<file path="src/rtl/iicmb_wb_sequencer.sv">
// Sequencer that runs one I2C transaction per request through the IICMB Wishbone registers.
// Define IICMB_SEQ_TIMEOUT_EN to add an irq watchdog that resets the core after TIMEOUT_CYCLES.
module iicmb_wb_sequencer #(
    parameter int WB_ADDR_WIDTH  = 2,
    parameter int WB_DATA_WIDTH  = 8,
    parameter int I2C_ADDR_WIDTH = 7,
    parameter int LEN_WIDTH      = 6,
    parameter int TIMEOUT_CYCLES = 100000
) (
    input  logic                      clk_i,
    input  logic                      rst_i,
    input  logic                      req_valid_i,
    output logic                      req_ready_o,
    input  logic                      req_rnw_i,
    input  logic [7:0]                req_bus_i,
    input  logic [I2C_ADDR_WIDTH-1:0] req_addr_i,
    input  logic [LEN_WIDTH-1:0]      req_len_i,
    input  logic [7:0]                wr_data_i,
    input  logic                      wr_valid_i,
    output logic                      wr_ready_o,
    output logic [7:0]                rd_data_o,
    output logic                      rd_valid_o,
    output logic                      done_o,
    output logic [1:0]                err_o,
    output logic                      cyc_o,
    output logic                      stb_o,
    output logic                      we_o,
    output logic [WB_ADDR_WIDTH-1:0]  adr_o,
    output logic [WB_DATA_WIDTH-1:0]  dat_o,
    input  logic [WB_DATA_WIDTH-1:0]  dat_i,
    input  logic                      ack_i,
    input  logic                      irq_i
);

    typedef enum logic [4:0] {
        S_INIT, S_IDLE, S_BUS_DPR, S_BUS_CMD, S_START, S_ADDR_DPR, S_ADDR_CMD,
        S_WR_FETCH, S_WR_DPR, S_WR_CMD, S_RD_CMD, S_RD_DPR, S_STOP,
        S_WAIT_IRQ, S_STATUS, S_DONE, S_TO_CSR0, S_TO_CSR1
    } state_t;

    localparam logic [WB_ADDR_WIDTH-1:0] A_CSR  = WB_ADDR_WIDTH'(0);
    localparam logic [WB_ADDR_WIDTH-1:0] A_DPR  = WB_ADDR_WIDTH'(1);
    localparam logic [WB_ADDR_WIDTH-1:0] A_CMDR = WB_ADDR_WIDTH'(2);
    localparam logic [WB_DATA_WIDTH-1:0] CSR_ON     = WB_DATA_WIDTH'(8'hC0);
    localparam logic [WB_DATA_WIDTH-1:0] CMD_WRITE  = WB_DATA_WIDTH'(8'h01);
    localparam logic [WB_DATA_WIDTH-1:0] CMD_RD_ACK = WB_DATA_WIDTH'(8'h02);
    localparam logic [WB_DATA_WIDTH-1:0] CMD_RD_NAK = WB_DATA_WIDTH'(8'h03);
    localparam logic [WB_DATA_WIDTH-1:0] CMD_START  = WB_DATA_WIDTH'(8'h04);
    localparam logic [WB_DATA_WIDTH-1:0] CMD_STOP   = WB_DATA_WIDTH'(8'h05);
    localparam logic [WB_DATA_WIDTH-1:0] CMD_SETBUS = WB_DATA_WIDTH'(8'h06);
    localparam logic [LEN_WIDTH-1:0]     LEN_ONE    = LEN_WIDTH'(1);

    state_t                      state, state_nxt, ret, ret_nxt;
    logic [LEN_WIDTH-1:0]        cnt, cnt_nxt;
    logic [1:0]                  err, err_nxt;
    logic                        gap, ack_ok, timeout;
    logic                        wb_acc, wb_we;
    logic [WB_ADDR_WIDTH-1:0]    wb_adr;
    logic [WB_DATA_WIDTH-1:0]    wb_dat;
    logic                        rnw, rd_valid;
    logic [7:0]                  bus, wdata, rd_data;
    logic [I2C_ADDR_WIDTH-1:0]   addr;

    // gap holds off the bus for one cycle after every ack; it is set in reset so outputs stay low
    assign ack_ok = ack_i & ~gap;

    always_ff @(posedge clk_i or posedge rst_i) begin
        if (rst_i) begin
            state <= S_INIT;
            ret   <= S_IDLE;
            cnt   <= '0;
            err   <= 2'd0;
            gap   <= 1'b1;
        end else begin
            state <= state_nxt;
            ret   <= ret_nxt;
            cnt   <= cnt_nxt;
            err   <= err_nxt;
            gap   <= cyc_o & ack_i;
        end
    end

    always_comb begin
        state_nxt = state;
        ret_nxt   = ret;
        cnt_nxt   = cnt;
        err_nxt   = err;
        wb_acc    = 1'b1;
        wb_we     = 1'b1;
        wb_adr    = A_CMDR;
        wb_dat    = '0;
        case (state)
            S_INIT: begin
                wb_adr = A_CSR;
                wb_dat = CSR_ON;
                if (ack_ok) state_nxt = S_IDLE;
            end
            S_IDLE: begin
                wb_acc = 1'b0;
                if (req_valid_i) begin
                    state_nxt = S_BUS_DPR;
                    cnt_nxt   = req_len_i;
                    err_nxt   = 2'd0;
                end
            end
            S_BUS_DPR: begin
                wb_adr = A_DPR;
                wb_dat = WB_DATA_WIDTH'(bus);
                if (ack_ok) state_nxt = S_BUS_CMD;
            end
            S_BUS_CMD: begin
                wb_dat = CMD_SETBUS;
                if (ack_ok) begin state_nxt = S_WAIT_IRQ; ret_nxt = S_START; end
            end
            S_START: begin
                wb_dat = CMD_START;
                if (ack_ok) begin state_nxt = S_WAIT_IRQ; ret_nxt = S_ADDR_DPR; end
            end
            S_ADDR_DPR: begin
                wb_adr = A_DPR;
                wb_dat = WB_DATA_WIDTH'({addr, rnw});
                if (ack_ok) state_nxt = S_ADDR_CMD;
            end
            S_ADDR_CMD: begin
                wb_dat = CMD_WRITE;
                if (ack_ok) begin
                    state_nxt = S_WAIT_IRQ;
                    ret_nxt   = (cnt == '0) ? S_STOP : (rnw ? S_RD_CMD : S_WR_FETCH);
                end
            end
            S_WR_FETCH: begin
                wb_acc = 1'b0;
                if (wr_valid_i) state_nxt = S_WR_DPR;
            end
            S_WR_DPR: begin
                wb_adr = A_DPR;
                wb_dat = WB_DATA_WIDTH'(wdata);
                if (ack_ok) state_nxt = S_WR_CMD;
            end
            S_WR_CMD: begin
                wb_dat = CMD_WRITE;
                if (ack_ok) begin
                    state_nxt = S_WAIT_IRQ;
                    cnt_nxt   = cnt - LEN_ONE;
                    ret_nxt   = (cnt == LEN_ONE) ? S_STOP : S_WR_FETCH;
                end
            end
            S_RD_CMD: begin
                wb_dat = (cnt == LEN_ONE) ? CMD_RD_NAK : CMD_RD_ACK;
                if (ack_ok) begin state_nxt = S_WAIT_IRQ; ret_nxt = S_RD_DPR; end
            end
            S_RD_DPR: begin
                wb_we  = 1'b0;
                wb_adr = A_DPR;
                if (ack_ok) begin
                    cnt_nxt   = cnt - LEN_ONE;
                    state_nxt = (cnt == LEN_ONE) ? S_STOP : S_RD_CMD;
                end
            end
            S_STOP: begin
                wb_dat = CMD_STOP;
                if (ack_ok) begin state_nxt = S_WAIT_IRQ; ret_nxt = S_DONE; end
            end
            S_WAIT_IRQ: begin
                wb_acc = 1'b0;
                if (irq_i)        state_nxt = S_STATUS;
                else if (timeout) state_nxt = S_TO_CSR0;
            end
            S_STATUS: begin
                // NAK still needs a STOP on the wire; AL and ERR leave the bus as it is
                wb_we = 1'b0;
                if (ack_ok) begin
                    if (dat_i[7]) begin
                        state_nxt = ret;
                    end else if (dat_i[6]) begin
                        err_nxt   = 2'd1;
                        state_nxt = (ret == S_DONE) ? S_DONE : S_STOP;
                    end else if (dat_i[5]) begin
                        err_nxt   = 2'd2;
                        state_nxt = S_DONE;
                    end else begin
                        err_nxt   = 2'd3;
                        state_nxt = S_DONE;
                    end
                end
            end
            S_DONE: begin
                wb_acc    = 1'b0;
                state_nxt = S_IDLE;
            end
            S_TO_CSR0: begin
                wb_adr = A_CSR;
                if (ack_ok) begin state_nxt = S_TO_CSR1; err_nxt = 2'd3; end
            end
            S_TO_CSR1: begin
                wb_adr = A_CSR;
                wb_dat = CSR_ON;
                if (ack_ok) state_nxt = S_DONE;
            end
            default: begin
                wb_acc    = 1'b0;
                state_nxt = S_INIT;
            end
        endcase
    end

    always_ff @(posedge clk_i or posedge rst_i) begin
        if (rst_i) begin
            rnw      <= 1'b0;
            bus      <= 8'd0;
            addr     <= '0;
            wdata    <= 8'd0;
            rd_data  <= 8'd0;
            rd_valid <= 1'b0;
        end else begin
            rd_valid <= 1'b0;
            if (state == S_IDLE && req_valid_i) begin
                rnw  <= req_rnw_i;
                bus  <= req_bus_i;
                addr <= req_addr_i;
            end
            if (wr_ready_o) wdata <= wr_data_i;
            if (state == S_RD_DPR && ack_ok) begin
                rd_data  <= 8'(dat_i);
                rd_valid <= 1'b1;
            end
        end
    end

`ifdef IICMB_SEQ_TIMEOUT_EN
    localparam int TO_W = $clog2(TIMEOUT_CYCLES + 1);
    logic [TO_W-1:0] to_cnt;

    // Restarts from zero each time WAIT_IRQ is entered
    always_ff @(posedge clk_i or posedge rst_i) begin
        if (rst_i)                    to_cnt <= '0;
        else if (state != S_WAIT_IRQ) to_cnt <= '0;
        else if (!timeout)            to_cnt <= to_cnt + TO_W'(1);
    end
    assign timeout = (to_cnt == TO_W'(TIMEOUT_CYCLES - 1));
`else
    assign timeout = 1'b0;
`endif

    assign cyc_o       = wb_acc & ~gap;
    assign stb_o       = cyc_o;
    assign we_o        = cyc_o & wb_we;
    assign adr_o       = cyc_o ? wb_adr : '0;
    assign dat_o       = (cyc_o & wb_we) ? wb_dat : '0;
    assign req_ready_o = (state == S_IDLE);
    assign wr_ready_o  = (state == S_WR_FETCH) & wr_valid_i;
    assign rd_data_o   = rd_data;
    assign rd_valid_o  = rd_valid;
    assign done_o      = (state == S_DONE);
    assign err_o       = done_o ? err : 2'd0;

endmodule

</file>
<file path="config.mk">
export PLATFORM = sky130hd
export DESIGN_NAME = iicmb_wb_sequencer
export DESIGN_NICKNAME = d
export VERILOG_FILES = /design/src/rtl/iicmb_wb_sequencer.sv
export SDC_FILE = /design/constraint.sdc
export NUM_CORES = 1
export LEC_CHECK = 0
export BUFFER_PORTS_ARGS = -buffer_cell sky130_fd_sc_hd__buf_2
export CORE_ASPECT_RATIO = 1.25
export CORE_MARGIN = 8
export CORE_UTILIZATION = 45
export CTS_BUF_LIST = sky130_fd_sc_hd__clkbuf_2 sky130_fd_sc_hd__clkbuf_4 sky130_fd_sc_hd__clkbuf_8
export DETAILED_ROUTE_END_ITERATION = 6
export PLACE_DENSITY = 0.69
export SETUP_SLACK_MARGIN = 0.5
export SLEW_MARGIN = 20
export SYNTH_ARGS = -nofsm -noshare
export SYNTH_HDL_FRONTEND = slang
export SYNTH_SLANG_ARGS = --single-unit
</file>
<file path="constraint.sdc">
create_clock -name clk_i -period 2.8 [get_ports clk_i]
set_input_delay 0.28 -clock clk_i [delete_from_list [all_inputs] [get_ports clk_i]]
set_output_delay 0.28 -clock clk_i [all_outputs]
set_load 0.02 [all_outputs]
</file>
==> summary.md <==
| Metric | Value |
|---|---|
| Run status | `finished, final reports clean` |
| Aggregate routed wire length | `9.04 mm` |
| Switching Share | `44.9%` |
| Type of the setup path with the least slack | `register to output pin` |
| Max_slew headroom | `40.5%` |
| Startpoint type of the worst setup path | `register` |
| Count of final hold-check violations | `0` |
| Final number of max-transition violations | `0` |
| Antenna violations before repair | `0` |
| Area contributors post-synth | `sky130_fd_sc_hd__dfrtp_1 (40%), sky130_fd_sc_hd__mux2_2 (7.4%), sky130_fd_sc_hd__nand2_1 (7.2%)` |
| Sequential share of power | `31.2%` |
| Cell area after synthesis | `0.00306 mm²` |
| Clock network power share | `10.5%` |
| Highest Clock Rate | `0.438 GHz` |
| Fraction of final layout cells with drive strength greater than 1 | `38.7%` |
| Syn Area/Cell | `8.84 µm²` |
| Routed len/inst | `17.4 µm` |
| Yosys top cell area share | `40.1%` |
| Final count of negative-setup-slack endpoints | `0` |
| Share of async-settable or async-resettable flops after synthesis | `100%` |
| Placement-stage worst setup slack | `0.514 ns` |
| Number of synthesized register bits | `51` |
| Critical-path top delay cell | `sky130_fd_sc_hd__dfrtp_2` |
| Final #Nets | `477` |
| Slack of the critical path | `0.515 ns` |
| Setup slack of the most critical reg-to-reg path | `0.69 ns` |
| Number of levels the H-tree was split into | `2` |
| Ranking of synthesized cells by instance count | `sky130_fd_sc_hd__nand2_1 (59), sky130_fd_sc_hd__dfrtp_1 (49), sky130_fd_sc_hd__a21oi_1 (26)` |
| Initial core utilization | `46.6%` |
| Via count of the first global-routing pass | `2,964` |
| Total of max-cap violations | `0` |
| R2R cell count | `7` |
| Critical Path Sink Type | `output pin` |
| Highest net fanout along the worst path | `9` |
| Global-route wire length before repair | `14.4 mm` |
| Placer's final routability congestion estimate | `0.912` |
| Footprint of the multi-input gates | `0.00172 mm²` |
| Vias after detailed routing | `2,955` |
| Fill count | `597` |
| Port Buffer Count | `70` |
| Die Footprint | `0.00971 mm²` |
| Largest stage delay on the critical path | `0.48 ns` |
| Internal Power | `2400 µW` |
| Number of remaining DRC errors | `0` |
| Worst hold-check slack | `0.117 ns` |
| Row count | `33` |
| Total leakage power | `0.00183 µW` |
| Worst reg2reg path startpoint | `cnt[0]` |
| Net count after synthesis | `392` |
| Fraction of the cycle the final worst path needs | `81.6%` |
| ANT nets after route | `0` |
| Part of the Yosys area used for sequential elements | `41.8%` |
| Summed negative setup slack over all endpoints | `0 ns` |
| Worst-Margin Slew | `0.891 ns` |
| 1st-pass router iterations | `5` |
| Die outline width | `89.7 µm` |
| RSZ-0062 raised after global routing | `true` |
| Largest delay share family, worst path | `simple AND/OR/NAND/NOR gates` |
| Minimum clock period | `2.29 ns` |
| Number of placed I/O pins | `71` |
| Post-Synthesis Cells | `346` |
| Buffers & Inverters on Critical Path | `1` |
| Post-synthesis cell type with the largest combined area | `sky130_fd_sc_hd__dfrtp_1` |
| Worst skew pair latency | `0.32 ns` |
| Worst Path Arrival | `2.01 ns` |
| Core footprint | `0.00657 mm²` |
| Top-count cell post-synth | `sky130_fd_sc_hd__nand2_1` |
| Detailed-placement wirelength estimate | `6.48 mm` |
| Maximum number of pins on one net before global-route repair | `52` |
| Required @ worst endpoint | `2.52 ns` |
| CTS tree | `yes` |
| Path class of the lowest-slack min-delay path | `input port to asynchronous set/reset pin` |
| NetSw | `1960 µW` |
| Via density | `5.69` |
| Placed cell count | `495` |
| Number of diodes added for antenna fixing | `0` |
| Clock transition at the registers of the reported paths | `0.09 ns` |
| Main flop type after synthesis | `sky130_fd_sc_hd__dfrtp_1` |
| Count of non-filler cells in the finished layout | `519` |
| Drt initial violations | `277` |
| Largest buffer count on any clock path | `2` |
| Destination of the worst register-to-register timing path | `ret[2]` |
| Maximum vdd drop | `599 µV` |
| Leftover overflow at the end of global routing | `0` |
| Root buffer cell | `sky130_fd_sc_hd__clkbuf_8` |
| TritonCTS sink count | `51` |
| Combinational cell fraction of total power | `58.2%` |
| Die height | `108 µm` |
| Fin Clk Skew | `0.00663 ns` |
| Count of unique library cells instantiated by Yosys | `63` |
| Global Route Usage Sum | `18.1%` |
| Pwr Density | `1130 mW/mm²` |
| Total number of yosys warnings | `0` |
| Inserted Clock Buffers | `5` |
| Count of flip-flops with a built-in enable after synthesis | `0` |
| Cells along the critical path | `nor2_1 -> and2_1 -> o21ai_0 -> a311oi_1 -> buf_2` |
| Area Overhead vs Synth | `25.6%` |
| Register Area | `0.00128 mm²` |
[sequential cells by signal, indices dropped and copies added (netlist names)]
| register | count |
|---|---|
| rd_valid_o | 1 |
| rnw | 1 |
| err | 2 |
| rd_data_o | 8 |
| bus | 8 |
| wdata | 8 |
| gap | 1 |
| ret | 4 |
| addr | 7 |
| cnt | 6 |
| state | 5 |
[layout make-up]
cell class	instances	area share, %
inverters	13	1.40
flip-flops and latches	51	33.4
well taps	87	2.83
clock buffers	7	2.35
repair buffers	98	15.1
multi-input cells	262	44.8
clock inverters	1	0.130
[power groups by stage]
stage               Sequential [µW]  Combinational, µW  Clock [µW]
finish                         1360               2540         458
global route                   1400               2760         492
CTS                            1360               2350         465
detailed placement             1400               2150           0
global placement               1390               2130           0
floorplan                      1290               1640           0
[logic make-up (layout without fill, tap and decap cells)]
group           Yosys count  count (layout)  share of synthesized area [%]
fa+ha+maj                 2               2                          0.818
buf+inv                  33             119                           4.83
mux                      22              22                           8.10
flops                    51              51                           41.8
xor+xnor                  3               3                          0.859
simple gates            135             135                           21.8
compound gates          100             100                           21.8
[per-stage QoR]
stage / total power [µW] / cell area (µm²) / util (%)
6_report: 4360 / 3840 / 58.5
5_1_grt: 4660 / 3840 / 58.5
4_1_cts: 4170 / 3720 / 56.7
3_5_place_dp: 3540 / 3510 / 53.4
3_3_place_gp: 3520 / 3510 / 53.4
2_1_floorplan: 2930 / 3060 / -
[how the worst max path moves through the flow]
stage	startpoint	end	slack, ns	depth (start not counted)
global route	state[1]	dat_o[1]	0.39	7
floorplan	state[3]	adr_o[1]	0.76	5
finish	state[1]	adr_o[1]	0.51	5
global placement	state[1]	dat_o[2]	0.55	5
detailed placement	state[1]	dat_o[2]	0.51	5
CTS	state[2]	dat_o[1]	0.50	7
[per-layer routing]
metal  vias to the layer above  share of wire, %  global-route usage (%)
met5                         -                 0                       0
met4                         0               2.6                    7.76
met3                        16               7.3                    4.78
met2                       128                48                    31.6
met1                      1400                42                    20.6
li1                       1411                 -                       -
[repair_timing]
item / CTS / global route
pin swaps: 2 / 2
gates resized for setup: 20 / 20
buffers inserted: 10 / 6
hold buffers: 0 / 0
setup endpoints to repair: 10 / 13
[cell usage in the layout, fill, tap and decap left out, drive strengths merged, types with 3 or more instances in the layout]
cell type	netlist	routed
a22o	5	5
nor2b	9	9
or3	3	3
nor3	12	12
dfrtp	49	49
buf	11	98
nand3	7	7
o21ai	22	22
or3b	3	3
a21o	3	3
nand2	60	60
clkinv	1	3
a31o	3	3
nor2	17	17
mux2	22	22
o21a	4	4
and2	3	3
clkbuf	9	7
o22ai	5	5
nand2b	5	5
inv	12	10
o2bb2ai	4	4
a21oi	27	27
xnor2	3	3
a22oi	4	4
and3	5	5
Note: power is estimated with default switching activity, not from simulation.
